[src/rtl/rpn_pkg.sv]
// Shared types for the RPN stack sequencer: opcodes, FSM states, default widths.
package rpn_pkg;

  localparam int RPN_DW    = 23;
  localparam int RPN_DEPTH = 128;

  typedef enum logic [1:0] {
    OP_ADD = 2'b00,
    OP_SUB = 2'b01,
    OP_MUL = 2'b10,
    OP_END = 2'b11
  } opcode_t;

  typedef enum logic [2:0] {
    ST_IDLE   = 3'd0,
    ST_POP_A  = 3'd1,
    ST_PUSH_R = 3'd2,
    ST_FIN    = 3'd3,
    ST_ERR    = 3'd4
  } state_t;

endpackage

[src/rtl/rpn_stack_ctrl_if.sv]
// Token stream into the RPN sequencer (valid/ready handshake).
interface rpn_stack_ctrl_if #(
  parameter int DW = rpn_pkg::RPN_DW
) ();

  logic          tok_valid;
  logic          tok_ready;
  logic          tok_is_op;
  logic [DW-1:0] tok_data;

  modport master (output tok_valid, output tok_is_op, output tok_data, input tok_ready);
  modport slave  (input tok_valid, input tok_is_op, input tok_data, output tok_ready);

endinterface

[src/rtl/rpn_alu.sv]
// Combinational RPN arithmetic, two's-complement wrap to DW bits.
// Multiply is only present when RPN_MUL_EN is defined.
module rpn_alu
  import rpn_pkg::*;
#(
  parameter int DW = RPN_DW
) (
  input  logic [DW-1:0] a,
  input  logic [DW-1:0] b,
  input  opcode_t       op,
  output logic [DW-1:0] y
);

  logic signed [DW-1:0] sa;
  logic signed [DW-1:0] sb;

  function automatic logic signed [DW-1:0] wrap_dw(input logic signed [2*DW-1:0] v);
    return v[DW-1:0];
  endfunction

  assign sa = a;
  assign sb = b;

  always_comb begin
    y = '0;
    case (op)
      OP_ADD: y = wrap_dw((2*DW)'(sa) + (2*DW)'(sb));
      OP_SUB: y = wrap_dw((2*DW)'(sa) - (2*DW)'(sb));
`ifdef RPN_MUL_EN
      OP_MUL: y = wrap_dw((2*DW)'(sa) * (2*DW)'(sb));
`endif
      default: y = '0;
    endcase
  end

endmodule

[src/rtl/rpn_stack_ctrl.sv]
// RPN expression sequencer driving an external LIFO's push/pop pins.
// RPN_MUL_EN enables opcode 10 (multiply); otherwise it is an illegal token.
module rpn_stack_ctrl
  import rpn_pkg::*;
#(
  parameter int DW    = RPN_DW,
  parameter int DEPTH = RPN_DEPTH
) (
  input  logic                     clk,
  input  logic                     rst,
  rpn_stack_ctrl_if.slave          tok_if,
  output logic [DW-1:0]            stk_in,
  output logic                     stk_push,
  output logic                     stk_pop,
  output logic                     stk_top,
  input  logic [DW-1:0]            stk_dout,
  output logic                     res_valid,
  output logic [DW-1:0]            res_data,
  output logic                     err,
  output logic [$clog2(DEPTH):0]   depth
);

  localparam int DEPTH_W = $clog2(DEPTH) + 1;
  localparam logic [DEPTH_W-1:0] DEPTH_MAX = DEPTH_W'(DEPTH);
  localparam logic [DEPTH_W-1:0] ONE       = DEPTH_W'(1);
  localparam logic [DEPTH_W-1:0] TWO       = DEPTH_W'(2);
`ifdef RPN_MUL_EN
  localparam bit MUL_OK = 1'b1;
`else
  localparam bit MUL_OK = 1'b0;
`endif

  state_t               state, state_nx;
  logic [DEPTH_W-1:0]   depth_nx;
  opcode_t              opc;
  opcode_t              op_p0;
  logic [DW-1:0]        b_p1;
  logic [DW-1:0]        alu_y;
  logic                 op_ld;
  logic                 b_ld;

  rpn_alu #(.DW(DW)) u_alu (
    .a  (stk_dout),
    .b  (b_p1),
    .op (op_p0),
    .y  (alu_y)
  );

  assign stk_top = 1'b0;
  assign err     = (state == ST_ERR);

  // Strobes are gated by rst so the stack sees nothing while reset is held.
  always_comb begin
    state_nx         = state;
    depth_nx         = depth;
    tok_if.tok_ready = 1'b0;
    stk_push         = 1'b0;
    stk_pop          = 1'b0;
    stk_in           = '0;
    op_ld            = 1'b0;
    b_ld             = 1'b0;
    opc              = opcode_t'(tok_if.tok_data[1:0]);
    case (state)
      ST_IDLE: begin
        tok_if.tok_ready = !rst;
        if (tok_if.tok_valid && !rst) begin
          if (!tok_if.tok_is_op) begin
            if (depth == DEPTH_MAX) begin
              state_nx = ST_ERR;
            end else begin
              stk_push = 1'b1;
              stk_in   = tok_if.tok_data;
              depth_nx = depth + ONE;
            end
          end else if (opc == OP_END) begin
            if (depth != ONE) begin
              state_nx = ST_ERR;
            end else begin
              stk_pop  = 1'b1;
              depth_nx = depth - ONE;
              state_nx = ST_FIN;
            end
          end else if ((opc == OP_MUL && !MUL_OK) || depth < TWO) begin
            state_nx = ST_ERR;
          end else begin
            stk_pop  = 1'b1;
            op_ld    = 1'b1;
            depth_nx = depth - ONE;
            state_nx = ST_POP_A;
          end
        end
      end
      ST_POP_A: begin
        b_ld     = 1'b1;
        stk_pop  = !rst;
        depth_nx = depth - ONE;
        state_nx = ST_PUSH_R;
      end
      ST_PUSH_R: begin
        stk_in   = alu_y;
        stk_push = !rst;
        depth_nx = depth + ONE;
        state_nx = ST_IDLE;
      end
      ST_FIN: begin
        state_nx = ST_IDLE;
      end
      ST_ERR: begin
        tok_if.tok_ready = !rst;
      end
      default: begin
        state_nx = ST_IDLE;
      end
    endcase
  end

  // Control and result registers.
  always_ff @(posedge clk or posedge rst) begin
    if (rst) begin
      state     <= ST_IDLE;
      depth     <= '0;
      res_valid <= 1'b0;
      res_data  <= '0;
    end else begin
      state     <= state_nx;
      depth     <= depth_nx;
      res_valid <= (state == ST_FIN);
      if (state == ST_FIN) begin
        res_data <= stk_dout;
      end
    end
  end

  // Operand/opcode capture: p0 at operator accept, p1 when b returns from the stack.
  always_ff @(posedge clk) begin
    if (op_ld) begin
      op_p0 <= opc;
    end
    if (b_ld) begin
      b_p1 <= stk_dout;
    end
  end

endmodule

[src/flat_wrapper.sv]
// flat-port wrapper written by rule: the top's interface ports become plain ports
module rpn_stack_ctrl_flat import rpn_pkg::*;
#(
  parameter int DW    = RPN_DW,
  parameter int DEPTH = RPN_DEPTH
)
  (clk, rst, stk_in, stk_push, stk_pop, stk_top, stk_dout, res_valid, res_data, err, depth, tok_if_tok_valid, tok_if_tok_is_op, tok_if_tok_data, tok_if_tok_ready);
  rpn_stack_ctrl_if #(.DW(DW)) tok_if_i ();
  input  logic clk;
  input  logic rst;
  output logic [DW-1:0] stk_in;
  output logic stk_push;
  output logic stk_pop;
  output logic stk_top;
  input  logic [DW-1:0] stk_dout;
  output logic res_valid;
  output logic [DW-1:0] res_data;
  output logic err;
  output logic [$clog2(DEPTH):0] depth;
  input wire logic [$bits(tok_if_i.tok_valid)-1:0] tok_if_tok_valid;
  input wire logic [$bits(tok_if_i.tok_is_op)-1:0] tok_if_tok_is_op;
  input wire logic [$bits(tok_if_i.tok_data)-1:0] tok_if_tok_data;
  output wire logic [$bits(tok_if_i.tok_ready)-1:0] tok_if_tok_ready;
  assign tok_if_i.tok_valid = tok_if_tok_valid;
  assign tok_if_i.tok_is_op = tok_if_tok_is_op;
  assign tok_if_i.tok_data = tok_if_tok_data;
  assign tok_if_tok_ready = tok_if_i.tok_ready;
  rpn_stack_ctrl #(.DW(DW), .DEPTH(DEPTH)) u_core (.clk(clk), .rst(rst), .tok_if(tok_if_i), .stk_in(stk_in), .stk_push(stk_push), .stk_pop(stk_pop), .stk_top(stk_top), .stk_dout(stk_dout), .res_valid(res_valid), .res_data(res_data), .err(err), .depth(depth));
endmodule
[config.mk]
export PLATFORM = sky130hd
export DESIGN_NAME = rpn_stack_ctrl_flat
export DESIGN_NICKNAME = d
export VERILOG_FILES = /design/src/rtl/rpn_pkg.sv /design/src/rtl/rpn_stack_ctrl_if.sv /design/src/rtl/rpn_alu.sv /design/src/rtl/rpn_stack_ctrl.sv /design/src/flat_wrapper.sv
export SDC_FILE = /design/constraint.sdc
export NUM_CORES = 1
export LEC_CHECK = 0
export CAP_MARGIN = 20
export CELL_PAD_IN_SITES_DETAIL_PLACEMENT = 0
export CELL_PAD_IN_SITES_GLOBAL_PLACEMENT = 2
export CORE_MARGIN = 2
export CORE_UTILIZATION = 29
export DETAILED_ROUTE_END_ITERATION = 12
export MAX_ROUTING_LAYER = met4
export PLACE_DENSITY = 0.88
export SYNTH_ARGS = -nofsm -noshare
export SYNTH_HDL_FRONTEND = slang
export SYNTH_SLANG_ARGS = --single-unit
[constraint.sdc]
create_clock -name clk -period 5.79 [get_ports clk]
set_clock_uncertainty 0.15 [all_clocks]
set_input_delay 1.158 -clock clk [delete_from_list [all_inputs] [get_ports clk]]
set_output_delay 1.158 -clock clk [all_outputs]
set_load 0.01 [all_outputs]
Word level (Yosys, flattened, before mapping)
Cells that the tools add are included.
{ "word_totals": {"reg_bits": 60, "input_bits": 50, "output_inout_bits": 60, "word_cells": 70} }
{ "classes": {"addsub": 4, "n_lt_le_gt_ge": 1, "eq_ne": 14, "mux": 35, "bitwise_logic": 1, "n_reduce_logical": 9} }
{ "ops": {"columns": ["operator", "n"], "rows": [
  ["$pmux W23 S2", 2],
  ["$mux W23", 3],
  ["$mux W8", 6],
  ["$pmux W8 S3", 1],
  ["$add A23 B23 Y23", 1],
  ["$sub A23 B23 Y23", 1],
  ["$mux W3", 6],
  ["$mux W1", 14],
  ["$pmux W3 S3", 1],
  ["$add A8 B1 Y8 const B", 1],
  ["$eq A8 B8 Y1 const B", 1],
  ["$lt A8 B2 Y1 const B", 1],
  ["$ne A8 B1 Y1 const B", 1],
  ["$sub A8 B1 Y8 const B", 1],
  ["$eq A3 B2 Y1 const B", 2],
  ["$reduce_and A5 Y1", 1],
  ["$eq A2 B2 Y1 const B", 2],
  ["$ne A4 B3 Y1 const B", 1],
  ["$ne A4 B4 Y1 const B", 1],
  ["$pmux W1 S2", 2],
  ["$eq A3 B1 Y1 const B", 1],
  ["$eq A3 B3 Y1 const B", 1],
  ["$logic_not A3 Y1", 1],
  ["$ne A3 B2 Y1 const B", 1],
  ["other kinds (11)", 11]
]} }

Longest topological paths before layout
Gate-level depths: netlist (run 1).
{ "logic_depth": {"word_depth": 7, "ltp_mapped": 16, "depth_no_buf": 15} }

Hierarchy
From an unflattened synthesis (run 1), not the netlist that was laid out.
{ "hier_totals": {"cells_unflattened": 467, "hier_area_um2": 4551.9} }
{ "modules_own_cells": {"columns": ["mod", "n_inst", "cells_each", "area_each_um2", "seq_area_each_um2"], "rows": [
  ["rpn_stack_ctrl", 1, 198, 2720.1, 1626.6],
  ["rpn_alu", 1, 269, 1831.8, 0.0]
]} }

Least setup slack after synthesis (run 1)
OpenSTA, ideal clock, no wires.
{ "synth_path": {"path_kind": "register -> output", "from": "reg u_core.b_p1[8]", "to": "out stk_in[20]", "t_arrival_ns": 3.845, "t_required_ns": 4.482, "path_slack_ns": 0.637, "path_stages_with_launch": 14, "n_path_buf": 1, "path_cell_list": "edfxtp_1 > or4_4 > or4_4 > o41ai_1 > nand2_1 > xnor2_1 > ha_1 > clkbuf_1 > a21o_1 > a21o_1 > a221oi_1 > o31ai_1 > xnor2_1 > o21ai_0"} }
{ "synth_via": {"elab_chain_cells": 3, "word_cells_on_any_way": 4, "classes_between": "add/sub: 2; mux: 2"} }
{ "synth_rtl": {"columns": ["item", "line", "text"], "rows": [
  ["from (decl)", "rpn_stack_ctrl.sv:37", "logic [DW-1:0] b_p1;"],
  ["from (signal assigned)", "rpn_stack_ctrl.sv:140", "b_p1 <= stk_dout;"],
  ["$sub A23 B23 Y23 / $add A23 B23 Y23 (equally long branches)", "rpn_alu.sv:28, rpn_alu.sv:27", null],
  ["$pmux W23 S2 *", "rpn_alu.sv:26", "case (op)"],
  ["$pmux W23 S2 *", "rpn_stack_ctrl.sv:63", "case (state)"],
  ["to (decl)", "flat_wrapper.sv:11", "output logic [DW-1:0] stk_in;"]
]} }
Every way passes the cells marked *; elsewhere a longest branch is shown, timed or not.

Worst setup path in the final report (run 1)
{ "layout_path": {"from": "in stk_dout[0]", "to": "out stk_in[14]"} }
{ "layout_via": {"elab_chain_cells": 3, "word_cells_on_any_way": 4, "classes_between": "add/sub: 2; mux: 2"} }
{ "layout_rtl": {"columns": ["item", "line", "text"], "rows": [
  ["from (decl)", "flat_wrapper.sv:15", "input logic [DW-1:0] stk_dout;"],
  ["$sub A23 B23 Y23 / $add A23 B23 Y23 (equally long branches)", "rpn_alu.sv:28, rpn_alu.sv:27", null],
  ["$pmux W23 S2 *", "rpn_alu.sv:26", null],
  ["$pmux W23 S2 *", "rpn_stack_ctrl.sv:63", null]
]} }
Marked as above.

==> reports/summary.log, run 1 <==
INFO  detailed_routing remaining_routing_drc_violations=0
INFO  worst_setup_path regToRegStartpoint=u_core.depth[2]$_DFFE_PP0P_
INFO  synth          post_synth_num_cell_types=54
INFO  cells_and_area final_cell_count_no_fill=789
INFO  outcome        status=finished, final reports clean
INFO  synth          synth-async-reset-ratio=58.3%
INFO  sta            worst_pin_slew=0.783ns
INFO  worst_setup_path endpoint_kind=primary output
INFO  clocking       maximum_buffer_depth_of_the_clock_tree=2
INFO  worst_setup_path critical_path.startpoint_type=primary input
INFO  clocking       cts_tree=built
INFO  placement      placed_cell_area=5550um^2
INFO  cells_and_area ratio_of_cells_with_drive_above_1_in_the_final_layout=8.93%
INFO  grt            gr-total-overflow=0
INFO  detailed_routing antenna_violating_nets_post_route=0
INFO  synth          synth_warnings=0
INFO  detailed_routing finalWirelength=12.6mm
INFO  synth          postSynth.topFlopCell=sky130_fd_sc_hd__dfrtp_1
INFO  cells_and_area fin_nets=678
INFO  floorplanning  die_height=124um
INFO  detailed_routing detailroute.via_count=3,875
INFO  synth          mapped_area=4210um^2
INFO  worst_setup_path top_fanout_value_on_the_critical_path=3
INFO  sta            final-max-slew-violation-count=0
INFO  clocking       cts_num_sinks=60
INFO  synth          synth_sequential_area_ratio=38.7%
INFO  sta            final_period_minus_worst_setup_slack=5.63ns
INFO  cells_and_area fin_util=41.4%
INFO  worst_setup_path worst_setup_path_startpoint=stk_dout[0]
INFO  floorplanning  dieArea=15,500um^2
INFO  placement      place_inst=770
INFO  floorplanning  dieWidth=124um
INFO  grt            grt_first_pass_wirelength=20.5mm
INFO  sta            timing_hold_violations_final=0
INFO  synth          synth_enable_flop_cells=25
INFO  power          cellLeakagePower=2.49nW
INFO  synth          postSynthRegisterBits=60
INFO  clocking       numCtsBuffers=9
INFO  detailed_routing detailedRoute.firstIterationViolations=212
INFO  detailed_routing detailedRoute.firstPassIterationCount=4
INFO  worst_hold_path worst_hold_path.endpoint=u_core.res_data[2]$_DFFE_PP0P_
INFO  placement      port_buffers=108
INFO  worst_hold_path timing.hold.worst.class=flip-flop to flip-flop
INFO  sta            setup_viol=0
INFO  synth          synthesis.area_per_instance=8.69um^2
INFO  cells_and_area fin_area=5960um^2
INFO  sta            fin_ws=0.156ns
INFO  sta            fin_crit_share=97.3%
INFO  floorplanning  rows=44
INFO  grt            grt_antenna_before_repair=0
INFO  sta            timing.max_slew.rel_slack=47.8%
INFO  cells_and_area num_antenna_cells=0
INFO  detailed_routing wl_per_cell=15.9um
INFO  sta            fin_worst_hold_slack=0.322ns
INFO  worst_setup_path crit-reg2reg-capture=u_core.depth[4]$_DFFE_PP0P_
INFO  sta            fmax=0.178GHz
INFO  worst_setup_path r2r.worst_path.cells=7
INFO  placement      dpl.hpwl=9.64mm
INFO  clocking       cts_hold_buffers=0
INFO  worst_setup_path setup.worst_path.class=primary input to primary output
INFO  power          power.ir.vdd_worst=0.163mV
INFO  clocking       later_pin_clock_latency_in_the_skew_report=0.32ns
INFO  placement      weighted_congestion_at_the_end_of_routability_driven_global_placement=0.821
INFO  worst_hold_path worstHoldPathCells=2
INFO  power          powerDensity=236nW/um^2
INFO  cells_and_area syn2layout_area_growth=41.6%
INFO  clocking       cts_root_buffer=sky130_fd_sc_hd__clkbuf_16
INFO  synth          post_synth_inst_count=484
INFO  placement      dpl_worst_slack=0.0757ns
INFO  worst_hold_path holdCritStartpoint=u_core.res_data[2]$_DFFE_PP0P_
INFO  floorplanning  placeableCoreArea=14,400um^2
INFO  clocking       clkTransAtPathRegs=0.04ns
INFO  job            maxCapViolCount=0
INFO  synth          synthesis.nets=562
INFO  grt            groute.usage.overall=16.8%
INFO  worst_setup_path cp_data_arrival_time=4.33ns
INFO  worst_setup_path worst-endpoint-required=4.48ns
INFO  clocking       cts_max_level=3
INFO  floorplanning  ioPinCount=110
INFO  grt            grt_max_degree=37
INFO  detailed_routing detail_routed_via_count_per_cell=4.91
INFO  floorplanning  start_util=29.3%
INFO  worst_setup_path r2r_setup_slack=3.12ns
INFO  grt            grt_pass1_vias=3,833
how the worst max path moves through the flow:
stage                     slack [ns]    endpoint
after floorplan                 0.64  stk_in[20]
after global placement          0.10  stk_in[18]
after detailed placement        0.08  stk_in[20]
after CTS                       0.03  stk_in[15]
after global routing           -0.01  stk_in[20]
final                           0.16  stk_in[14]
registers in the layout (all words and copies together), names as in the netlist:
register / flops
u_core.res_data: 23
u_core.b_p1: 23
u_core.depth: 8
u_core.res_valid: 1
u_core.op_p0: 2
u_core.state: 3
metal layers:
layer	part of all wire, %	global-route usage (%)
met1	49	23.3
met2	46	25.6
met3	4.2	2.62
met4	0.95	4.56
met5	0	-
layout make-up:
cell class / instances / area [um^2]
Sequential cell: 60 / 1630
Clock buffer: 14 / 274
Multi-Input combinational cell: 388 / 2540
Tap cell: 184 / 230
Timing Repair Buffer: 126 / 1220
Inverter: 15 / 56.3
Fill cell: 1399 / 8410
Clock inverter: 2 / 8.76
layout by cell type (no fill, tap or decap), types with 15 or more instances in the layout:
master,netlist,final
sky130_fd_sc_hd__a21oi_1,26,25
sky130_fd_sc_hd__buf_4,1,17
sky130_fd_sc_hd__clkdlybuf4s50_1,0,101
sky130_fd_sc_hd__dfrtp_1,35,35
sky130_fd_sc_hd__edfxtp_1,25,25
sky130_fd_sc_hd__ha_1,27,26
sky130_fd_sc_hd__inv_1,15,15
sky130_fd_sc_hd__nand2_1,107,107
sky130_fd_sc_hd__nor2_1,19,19
sky130_fd_sc_hd__o21ai_0,43,36
sky130_fd_sc_hd__xnor2_1,25,24
sky130_fd_sc_hd__xor2_1,24,24
cells in the mapped netlist, types with 2 or more instances:
cell type | count | area, um^2
sky130_fd_sc_hd__a21o_1 | 10 | 75.1
sky130_fd_sc_hd__a221oi_1 | 2 | 17.5
sky130_fd_sc_hd__a22oi_1 | 3 | 22.5
sky130_fd_sc_hd__nand4_1 | 3 | 18.8
sky130_fd_sc_hd__a41oi_1 | 3 | 26.3
sky130_fd_sc_hd__o21bai_1 | 3 | 22.5
sky130_fd_sc_hd__nor3_1 | 12 | 60.1
sky130_fd_sc_hd__dfrtp_1 | 35 | 876
sky130_fd_sc_hd__o41ai_1 | 3 | 26.3
sky130_fd_sc_hd__or4_1 | 4 | 30.0
sky130_fd_sc_hd__nor2b_1 | 4 | 25.0
sky130_fd_sc_hd__a21oi_1 | 26 | 130
sky130_fd_sc_hd__or4_4 | 2 | 22.5
sky130_fd_sc_hd__or3_1 | 3 | 18.8
sky130_fd_sc_hd__nor2_1 | 19 | 71.3
sky130_fd_sc_hd__nand3_1 | 8 | 40.0
sky130_fd_sc_hd__inv_1 | 15 | 56.3
sky130_fd_sc_hd__a22o_1 | 2 | 17.5
sky130_fd_sc_hd__and3_1 | 6 | 37.5
sky130_fd_sc_hd__xnor2_1 | 25 | 219
sky130_fd_sc_hd__nand2_1 | 107 | 402
sky130_fd_sc_hd__o21a_1 | 2 | 15.0
sky130_fd_sc_hd__o21ai_0 | 43 | 215
sky130_fd_sc_hd__clkbuf_1 | 20 | 75.1
sky130_fd_sc_hd__nor4_1 | 3 | 18.8
sky130_fd_sc_hd__o31ai_1 | 5 | 37.5
sky130_fd_sc_hd__nand2b_1 | 6 | 37.5
sky130_fd_sc_hd__xor2_1 | 24 | 210
sky130_fd_sc_hd__nor3b_1 | 3 | 22.5
sky130_fd_sc_hd__and4_1 | 2 | 17.5
sky130_fd_sc_hd__ha_1 | 27 | 338
sky130_fd_sc_hd__a31oi_1 | 6 | 37.5
sky130_fd_sc_hd__o2111ai_1 | 3 | 26.3
sky130_fd_sc_hd__edfxtp_1 | 25 | 751
report_power, final:
| part | internal (W) | leakage [nW] | total, W | switching, W |
|---|---|---|---|---|
| sequential | 0.000475 | 0.580 | 0.000536 | 0.0000607 |
| clock | 0.000322 | 0.140 | 0.000495 | 0.000173 |
| combinational | 0.000193 | 1.77 | 0.000377 | 0.000184 |
| total | 0.000991 | 2.49 | 0.00141 | 0.000417 |
per-stage QoR:
| step | setup TNS [ns] | power (W) |
|---|---|---|
| detailed placement | 0 | 0.000909 |
| floorplan | 0 | 0.000731 |
| CTS | 0 | 0.00142 |
| finish | 0 | 0.00141 |
| global placement | 0 | 0.000909 |
| global route | -0.00979 | 0.00149 |
worst max-delay path, cell delays in order:
cell and delay [ns]:
sky130_fd_sc_hd__clkdlybuf4s50_1 0.50, sky130_fd_sc_hd__inv_1 0.07, sky130_fd_sc_hd__ha_1 0.22, sky130_fd_sc_hd__fa_1 0.41, sky130_fd_sc_hd__nor2b_1 0.21, sky130_fd_sc_hd__o2111ai_2 0.22
sky130_fd_sc_hd__a2111oi_2 0.44, sky130_fd_sc_hd__nor3_2 0.11, sky130_fd_sc_hd__buf_4 0.15, sky130_fd_sc_hd__xor2_1 0.13, sky130_fd_sc_hd__o21ai_0 0.14, sky130_fd_sc_hd__clkdlybuf4s50_1 0.56
timing repair:
action,4_1_cts,5_1_grt
resized for setup,11,24
pin swaps,3,5
endpoints found under the setup margin,6,10
buffers inserted,1,1
cell families (layout without fill, tap and decap cells):
kind of cell             count (synthesis)  count (layout)  share of synthesized area (%)
AND/OR/NAND/NOR                        189             189                           20.9
AO/OA/AOI/OAI                          121             121                           18.3
flip-flops                              60              60                           38.7
XOR/XNOR                                49              49                           10.2
buffers and inverters                   36             157                           3.30
adder cells (fa/ha/maj)                 28              28                           8.51
other                                    1               1                         0.0891
(Power assumes the default switching activity.)
==> run 2: changes to the inputs <==
SLEW_MARGIN = 20   (was not set)
==> results of run 2 <==
No change in the layout: final DEF, timing and power equal those of run 1.
==> run 3: changes to the inputs <==
CORE_MARGIN = not set   (was 2)
==> run 3 against run 2 <==
Compared with the run above:
- global-route usage rose by 0.89 points
- critical endpoint is now stk_in[16]
- combinational power barely moved
- flip-flop and latch count did not move
- via count rose by 0.93%
- critical path type unchanged
- routed wire length fell by 1.4%
- sequential share of layout area rose by 0.21 points
- register-to-register slack got worse by 0.03 ns
- sequential power barely moved
==> reports/summary.log, run 3 (synthesis gave the netlist of run 1 again) <==
INFO  outcome        status=finished, final reports clean
INFO  grt            groute.usage.overall=17.7%
INFO  detailed_routing finalWirelength=12.4mm
INFO  detailed_routing wl_per_cell=15.7um
INFO  clocking       later_pin_clock_latency_in_the_skew_report=0.32ns
INFO  cells_and_area fin_nets=680
INFO  worst_setup_path maximum_cell_stage_delay_along_the_critical_path=0.56ns
INFO  worst_setup_path crit_chain=clkdlybuf4s50_1 -> inv_1 -> ha_1 -> fa_1 -> nor2b_1 -> o2111ai_1 -> a211oi_1 -> o31ai_2 -> o21bai_1 -> xnor2_1 -> o21ai_0 -> clkdlybuf4s50_1
INFO  power          power.total=0.00137W
INFO  worst_setup_path top_fanout_value_on_the_critical_path=3
INFO  worst_setup_path cp_data_arrival_time=4.28ns
INFO  grt            grt_first_pass_wirelength=19.8mm
INFO  placement      place_inst=766
INFO  placement      weighted_congestion_at_the_end_of_routability_driven_global_placement=0.856
INFO  sta            timing_hold_violations_final=0
INFO  floorplanning  ioPinCount=110
INFO  job            maxCapViolCount=0
INFO  cells_and_area num-fill-cells=1,399
INFO  floorplanning  dieWidth=122um
INFO  power          powerDensity=232nW/um^2
INFO  detailed_routing remaining_routing_drc_violations=0
INFO  clocking       cts_tree=built
INFO  clocking       cts_num_sinks=60
INFO  floorplanning  dieArea=15,000um^2
INFO  detailed_routing detailedRoute.firstPassIterationCount=6
INFO  worst_setup_path setup.worst_path.class=primary input to primary output
INFO  sta            final-max-slew-violation-count=0
INFO  floorplanning  die_height=122um
INFO  sta            fmax=0.179GHz
INFO  cells_and_area total_area_of_sequential_cells=1630um^2
INFO  sta            setup_viol=0
INFO  worst_setup_path worst-endpoint-required=4.48ns
INFO  grt            grt_pass1_vias=3,958
INFO  cells_and_area ratio_of_cells_with_drive_above_1_in_the_final_layout=9.56%
INFO  detailed_routing detailedRoute.firstIterationViolations=156
INFO  clocking       numCtsBuffers=9
INFO  grt            grt_max_degree=37
INFO  clocking       cts_hold_buffers=0
INFO  power          power.ir.vdd_worst=0.203mV
INFO  worst_hold_path timing.hold.worst.class=flip-flop to flip-flop
INFO  floorplanning  start_util=30.1%
INFO  cells_and_area layout_common_cells=107 x sky130_fd_sc_hd__nand2_1, 102 x sky130_fd_sc_hd__clkdlybuf4s50_1, 37 x sky130_fd_sc_hd__o21ai_0
INFO  worst_setup_path path_delay_family=compound AO/OA/AOI/OAI gates
INFO  detailed_routing detail_routed_via_count_per_cell=4.97
INFO  clocking       maximum_buffer_depth_of_the_clock_tree=2
INFO  worst_setup_path worstPathBufferInverterCount=3
INFO  worst_setup_path critical_path.startpoint_type=primary input
INFO  clocking       cts_max_level=3
INFO  cells_and_area multiInputGateArea=2510um^2
INFO  cells_and_area final_cell_count_no_fill=787
INFO  sta            timing.setup.tns=0ns
INFO  placement      port_buffers=108
INFO  sta            timing.max_slew.rel_slack=53.0%
INFO  cells_and_area syn2layout_area_growth=40.5%
INFO  worst_setup_path crit_path_frequent_cell=sky130_fd_sc_hd__clkdlybuf4s50_1
INFO  sta            final_period_minus_worst_setup_slack=5.59ns
INFO  cells_and_area num_antenna_cells=0
INFO  sta            worst_pin_slew=0.706ns
INFO  grt            gr-total-overflow=0
INFO  worst_setup_path endpoint_kind=primary output
INFO  cells_and_area largest_registers=u_core.b_p1: 23 flops, u_core.res_data: 23 flops, u_core.depth: 8 flops
INFO  grt            grt_antenna_before_repair=0
INFO  cells_and_area mostFrequentLayoutCell=sky130_fd_sc_hd__nand2_1
INFO  placement      dpl.hpwl=9.64mm
INFO  worst_setup_path r2r_setup_slack=3.09ns
INFO  floorplanning  rows=43
INFO  detailed_routing antenna_violating_nets_post_route=0
INFO  power          cellLeakagePower=2.45nW
INFO  sta            fin_worst_hold_slack=0.323ns
INFO  sta            rsz0062_at_grt=true
INFO  clocking       clkTransAtPathRegs=0.05ns
INFO  detailed_routing detailroute.via_count=3,911
INFO  floorplanning  placeableCoreArea=14,000um^2
INFO  sta            fin_crit_share=96.6%
INFO  clocking       cts_root_buffer=sky130_fd_sc_hd__clkbuf_16
INFO  worst_setup_path critical_path.slowest_cell=sky130_fd_sc_hd__clkdlybuf4s50_1
-- run 3: cell types whose count changed in the layout (fill, tap and decap cells not counted), moves of 2 or more --
cell,delta
sky130_fd_sc_hd__buf_4,+2
sky130_fd_sc_hd__clkbuf_8,-3
sky130_fd_sc_hd__clkinv_2,+4
sky130_fd_sc_hd__ha_1,-2
sky130_fd_sc_hd__ha_2,+2
sky130_fd_sc_hd__o21ai_1,-2
-- run 3: worst paths after layout --
kind                                             endpoint  cells after the start                      startpoint
max                                            stk_in[16]                     12                     stk_dout[0]
min                        u_core.res_data[5]$_DFFE_PP0P_                      2  u_core.res_data[5]$_DFFE_PP0P_
max reg2reg                   u_core.depth[4]$_DFFE_PP0P_                      7     u_core.depth[2]$_DFFE_PP0P_
min reg2reg                u_core.res_data[5]$_DFFE_PP0P_                      2  u_core.res_data[5]$_DFFE_PP0P_
max in group asynchronous  u_core.res_data[0]$_DFFE_PP0P_                      3                             rst
min in group asynchronous     u_core.state[0]$_DFFE_PP0P_                      3                             rst
-- run 3: metal layers --
layer,vias up,wire [um],GRT usage [%]
li1,1973,-,-
met1,1820,6050,24.0
met2,107,5630,27.2
met3,11,580,2.74
met4,0,132,5.03
met5,-,0,-
-- run 3: worst min-delay path: stages, from the launching register on --
cell and delay, ns:
sky130_fd_sc_hd__dfrtp_1 0.33, sky130_fd_sc_hd__nand2_1 0.05, sky130_fd_sc_hd__nand2_1 0.06
-- run 3: where the power goes --
group          internal, W  total (W)  switching, W
sequential        0.000475   0.000536     0.0000608
clock             0.000285   0.000460      0.000175
combinational     0.000194   0.000374      0.000180
total             0.000954    0.00137      0.000416
-- run 3: what timing repair did --
action	CTS	global route
resized for setup	13	20
endpoints found under the setup margin	7	10
buffers inserted	1	3
pin swaps	2	6
-- run 3: through the flow --
step | setup WS (ns) | util [%] | cell area, um^2
after floorplan | 0.637 | - | 4210
after global placement | 0.0774 | 39.7 | 5550
after detailed placement | 0.0816 | 39.7 | 5550
after CTS | 0.0440 | 41.8 | 5840
after global routing | -0.0194 | 42.2 | 5910
final | 0.197 | 42.2 | 5910
-- run 3: cell type report --
cell class / count / share of cell area [%]
repair buffers: 128 / 20.8
inverters: 15 / 0.953
flip-flops and latches: 60 / 27.5
clock inverters: 6 / 0.550
multi-input cells: 388 / 42.5
clock buffers: 10 / 3.87
well taps: 180 / 3.81
==> patch 1: new RTL, config.mk and constraints of run 1 <==
`RPN_DEPTH`: 128 -> 256.
--- a/src/rtl/rpn_pkg.sv
+++ b/src/rtl/rpn_pkg.sv
@@ -2,7 +2,7 @@
 package rpn_pkg;
 
   localparam int RPN_DW    = 23;
-  localparam int RPN_DEPTH = 128;
+  localparam int RPN_DEPTH = 256;
 
   typedef enum logic [1:0] {
     OP_ADD = 2'b00,
Ports: changed (resized depth); port bits go from 110 to 111. No check against the original RTL was run, so the function may have changed too.
==> patch 1 against run 1 <==
  * Synthesized area grew 3.0%
  * Total power grew 12%
  * Utilization shrank 0.57 points
  * Design area is 0.13% higher
  * Routed wire length shrank 3.8%
  * Sequential cell count grew 1
  * Register-to-register slack got worse by 0.13 ns
  * Synthesized cell count is 3.1% higher
  * Worst setup slack improved by 0.028 ns
==> patch 1: results (changes against run 1) <==
- Fin util: 40.9% (was 41.4%)
- FF-to-FF Start: u_core.state[0]$_DFFE_PP0P_ (was u_core.depth[2]$_DFFE_PP0P_)
- Reg clk slew, reported paths: 0.06 ns (was 0.04 ns)
- Internal: 1.06 mW (was 0.991 mW)
- Tot GR Track Use: 15.5% (was 16.8%)
- Share of cells above drive strength 1: 6.07% (was 8.93%)
- Hold slack: 0.328 ns (was 0.322 ns)
- Clock Power Share: 32.5% (was 35.2%)
- Vias in the first global route: 3,825 (was 3,833)
- HPWL Detailed: 9430 um (was 9640 um)
- # Post-CTS Setup Buffers: 0 (was 1)
- Combinational Power: 0.493 mW (was 0.377 mW)
- Leakage: 2.39 nW (was 2.49 nW)
- Setup WS pre-CTS: 0.144 ns (was 0.0757 ns)
- Crit Path Max Fanout: 7 (was 3)
- WL per Instance: 15.2 um (was 15.9 um)
- FILL cells: 1,425 (was 1,399)
- Crit path DAT: 4.30 ns (was 4.33 ns)
- Status: finished clean (unchanged)
- Largest registers: u_core.b_p1: 23 flops, u_core.res_data: 23 flops, u_core.depth: 9 flops (was u_core.b_p1: 23 flops, u_core.res_data: 23 flops, u_core.depth: 8 flops)
- Via-per-instance ratio: 4.89 (was 4.91)
- Global-route wire length before repair: 19,500 um (was 20,500 um)
- Placed cell area: 5620 sq um (was 5550 sq um)
- Layout Nets: 682 (was 678)
- Syn nets: 576 (was 562)
- Crit-path slowest cell: or4_1 (was clkdlybuf4s50_1)
- PortBufs: 109 (was 108)
- Initial DRC Count: 197 (was 212)
- Placed Instances: 778 (was 770)
- Critical hold path startpoint: u_core.res_data[7]$_DFFE_PP0P_ (was u_core.res_data[2]$_DFFE_PP0P_)
- Sequential-to-total area share from yosys stat: 38.1% (was 38.7%)
- Synth top cells by count: nand2_1 (111), o21ai_0 (37), dfrtp_1 (36) (was nand2_1 (107), o21ai_0 (43), dfrtp_1 (35))
- Reg2Reg Setup Slack: 2.99 ns (was 3.12 ns)
- Gate Count Post-Synth: 499 (was 484)
- Distinct cells, synth: 57 (was 54)
- Vias: 3,885 (was 3,875)
==> patch 1: cell count changes after synthesis, moves of 4 or more <==
cell | before | now
a21oi_1 | 26 | 20
nand2_1 | 107 | 111
o21ai_0 | 43 | 37
clkbuf_1 | 20 | 16
nor2_1 | 19 | 27
o21a_1 | 2 | 8
xnor2_1 | 25 | 19
xor2_1 | 24 | 29
==> patch 1: worst max-delay path by stage <==
stage	to	slack [ns]	cells after the start
2_1_floorplan	stk_in[8]	0.90	6
6_report	stk_in[22]	0.18	13
3_3_place_gp	stk_in[22]	0.15	12
5_1_grt	stk_in[22]	-0.002	15
3_5_place_dp	stk_in[22]	0.14	12
4_1_cts	stk_in[22]	0.09	13
==> patch 1: area by class of cell <==
cell class / count / share of cell area [%]
multi-input combinational: 404 / 43.7
sequential: 61 / 27.7
timing repair buffer: 113 / 18.8
inverter: 16 / 1.01
clock inverter: 6 / 0.755
clock buffer: 10 / 4.20
tap: 184 / 3.86
==> patch 1: logic make-up after synthesis <==
kind of cell	share of synthesized area (%)
compound gates	18.4
xor+xnor	9.71
fa+ha+maj	7.97
buf+inv	3.06
flops	38.1
mux	0.693
other cells	0.0866
simple gates	21.9
==> patch 1: timing repair <==
action                                 4_1_cts  5_1_grt
setup endpoints to repair                    1        3
resized for setup                            1        9
endpoints found under the hold margin        0        0
pin swaps                                    0        1
==> patch 1: layer usage <==
| metal | vias to the layer above | part of all wire, % | wire length (um) | global-route usage [%] |
|---|---|---|---|---|
| met3 | 15 | 5.1 | 619 | 3.06 |
| met5 | - | 0 | 0 | - |
| met2 | 96 | 44 | 5360 | 23.8 |
| met4 | 0 | 1.2 | 148 | 4.27 |
| met1 | 1778 | 49 | 5970 | 20.9 |
| li1 | 1996 | - | - | - |
==> patch 2: new RTL, flow settings as in run 1 <==
Without the edit above. Put a register stage on the output `err`, cleared by the reset. The value now appears one clock later. The other outputs are not delayed to match.
--- a/src/rtl/rpn_stack_ctrl.sv
+++ b/src/rtl/rpn_stack_ctrl.sv
@@ -47,7 +47,13 @@
   );
 
   assign stk_top = 1'b0;
-  assign err     = (state == ST_ERR);
+  always_ff @(posedge clk or posedge rst) begin
+    if (rst) begin
+      err <= '0;
+    end else begin
+      err <= (state == ST_ERR);
+    end
+  end
 
   // Strobes are gated by rst so the stack sees nothing while reset is held.
   always_comb begin
Check against the original RTL: not equivalent (a bounded check fails within 4 cycles, from zero or initial values and one cycle with rst high).
==> patch 2 against run 1 <==
  * Routed wire length is 1.7% higher
  * Die area is 2.5% higher
  * Synthesized area is 2.6% higher
  * Synthesized cell count is 2.5% higher
  * Register-to-register slack better by 0.14 ns
  * Sequential cell count is 1 higher
  * Non-clock buffer count is 6 lower
  * Utilization hardly changed
  * Design area is 1.0% higher
  * Total power is 1.9% higher
  * Worst setup slack better by 0.017 ns
  * Largest cell class unchanged
  * Combinational power is 6.9% higher
==> patch 2: results (changes against run 1) <==
- Placer Congestion: 0.865 (was 0.821)
- Via-per-instance ratio: 5.02 (was 4.91)
- Sw Share: 29.8% (was 29.6%)
- Placed Instances: 776 (was 770)
- Leakage: 2.36 nW (was 2.49 nW)
- Reg2Reg Setup Slack: 3.26 ns (was 3.12 ns)
- Hold slack: 0.329 ns (was 0.322 ns)
- Power share of the sequential group: 38.0% (was 38.1%)
- Layout Nets: 684 (was 678)
- Crit path DAT: 4.31 ns (was 4.33 ns)
- Global-route wire length before repair: 20,400 um (was 20,500 um)
- Share of cells above drive strength 1: 9.67% (was 8.93%)
- Power Density: 238 nW/um^2 (was 236 nW/um^2)
- Global routing usage on met3: 3.06% (was 2.62%)
- M1 WL: 6170 um (was 6190 um)
- Clock latency at the later pin of the worst-skew pair: 0.32 ns (about the same)
- Area growth, synth to finish: 39.4% (was 41.6%)
- Max VDD drop: 0.161 mV (was 0.163 mV)
- Tot GR Track Use: 16.4% (was 16.8%)
- Rel. slew slack: 39.6% (was 47.8%)
- Distinct cells, synth: 61 (was 54)
- Met3 WL post-DR: 600 um (was 525 um)
- Metal2 WL: 5870 um (was 5730 um)
- Sequential-to-total area share from yosys stat: 38.3% (was 38.7%)
- FILL cells: 1,430 (was 1,399)
- Setup WS pre-CTS: 0.188 ns (was 0.0757 ns)
- Initial DRC Count: 249 (was 212)
- Synth top cells by count: nand2_1 (111), o21ai_0 (37), dfrtp_1 (36) (was nand2_1 (107), o21ai_0 (43), dfrtp_1 (35))
- Async S/R FF share, synth: 59.0% (was 58.3%)
- Vias: 3,984 (was 3,875)
- Top cells by area, synth: dfrtp_1 (21%), edfxtp_1 (17%), nand2_1 (9.7%), ha_1 (7.8%), xnor2_1 (7.1%) (was dfrtp_1 (21%), edfxtp_1 (18%), nand2_1 (9.5%), ha_1 (8.0%), xnor2_1 (5.2%))
- HPWL Detailed: 9620 um (was 9640 um)
- Placed cell area: 5620 sq um (was 5550 sq um)
- Vias in the first global route: 3,899 (was 3,833)
- Crit share post-route: 97.0% (was 97.3%)
- Synth Area per Inst: 8.70 sq um (was 8.69 sq um)
- Syn nets: 574 (was 562)
- Worst r2r path cells: 7 (unchanged)
- Status: finished clean (unchanged)
- Max incr delay on CP: 0.56 ns (about the same)
- M2 GR Usage: 26.0% (was 25.6%)
- Largest net degree at the start of global routing: 38 (was 37)
## patch 2: cell count changes in the layout (fill, tap and decap cells not counted), moves of 4 or more
cell,delta
and3_1,-4
buf_4,-6
clkdlybuf4s50_1,+6
ha_1,-4
nand4_1,+4
nor2_1,+6
xnor2_1,+10
xor2_1,-14
## patch 2: final cells by class
type                       instances  area share [%]
clock buffer                      11            4.20
clock inverter                     4           0.395
inverter                          13           0.811
multi-input combinational        401            43.7
sequential                        61            27.4
tap                              184            3.83
timing repair buffer             120            19.6
## patch 2: logic make-up after synthesis
family	synth area share [%]
mux	1.57
buf+inv	3.13
other cells	0.0869
xor+xnor	9.13
flops	38.3
fa+ha+maj	8.29
compound gates	17.3
simple gates	22.2
## patch 2: timing repair
action / 4_1_cts / 5_1_grt
setup endpoints to repair: 0 / 6
buffers inserted: 0 / 2
resized for setup: 0 / 26
## patch 2: worst register-to-register path, stage by stage, from the launching register on
cell and delay (ns):
dfrtp_1 0.46, or2_1 0.29, or4_1 0.43, nor3_1 0.27, mux2i_2 0.17, o211ai_4 0.36, nand2_1 0.12, xnor2_1 0.15
## patch 2: worst paths after layout
path	start	endpoint
hold reg to reg	u_core.res_data[21]$_DFFE_PP0P_	u_core.res_data[21]$_DFFE_PP0P_
setup reg to reg	u_core.depth[2]$_DFFE_PP0P_	u_core.depth[2]$_DFFE_PP0P_
hold / removal	u_core.res_data[21]$_DFFE_PP0P_	u_core.res_data[21]$_DFFE_PP0P_
max in group asynchronous	rst	u_core.res_data[5]$_DFFE_PP0P_
min in group asynchronous	rst	u_core.state[0]$_DFFE_PP0P_
setup / recovery	stk_dout[0]	stk_in[18]
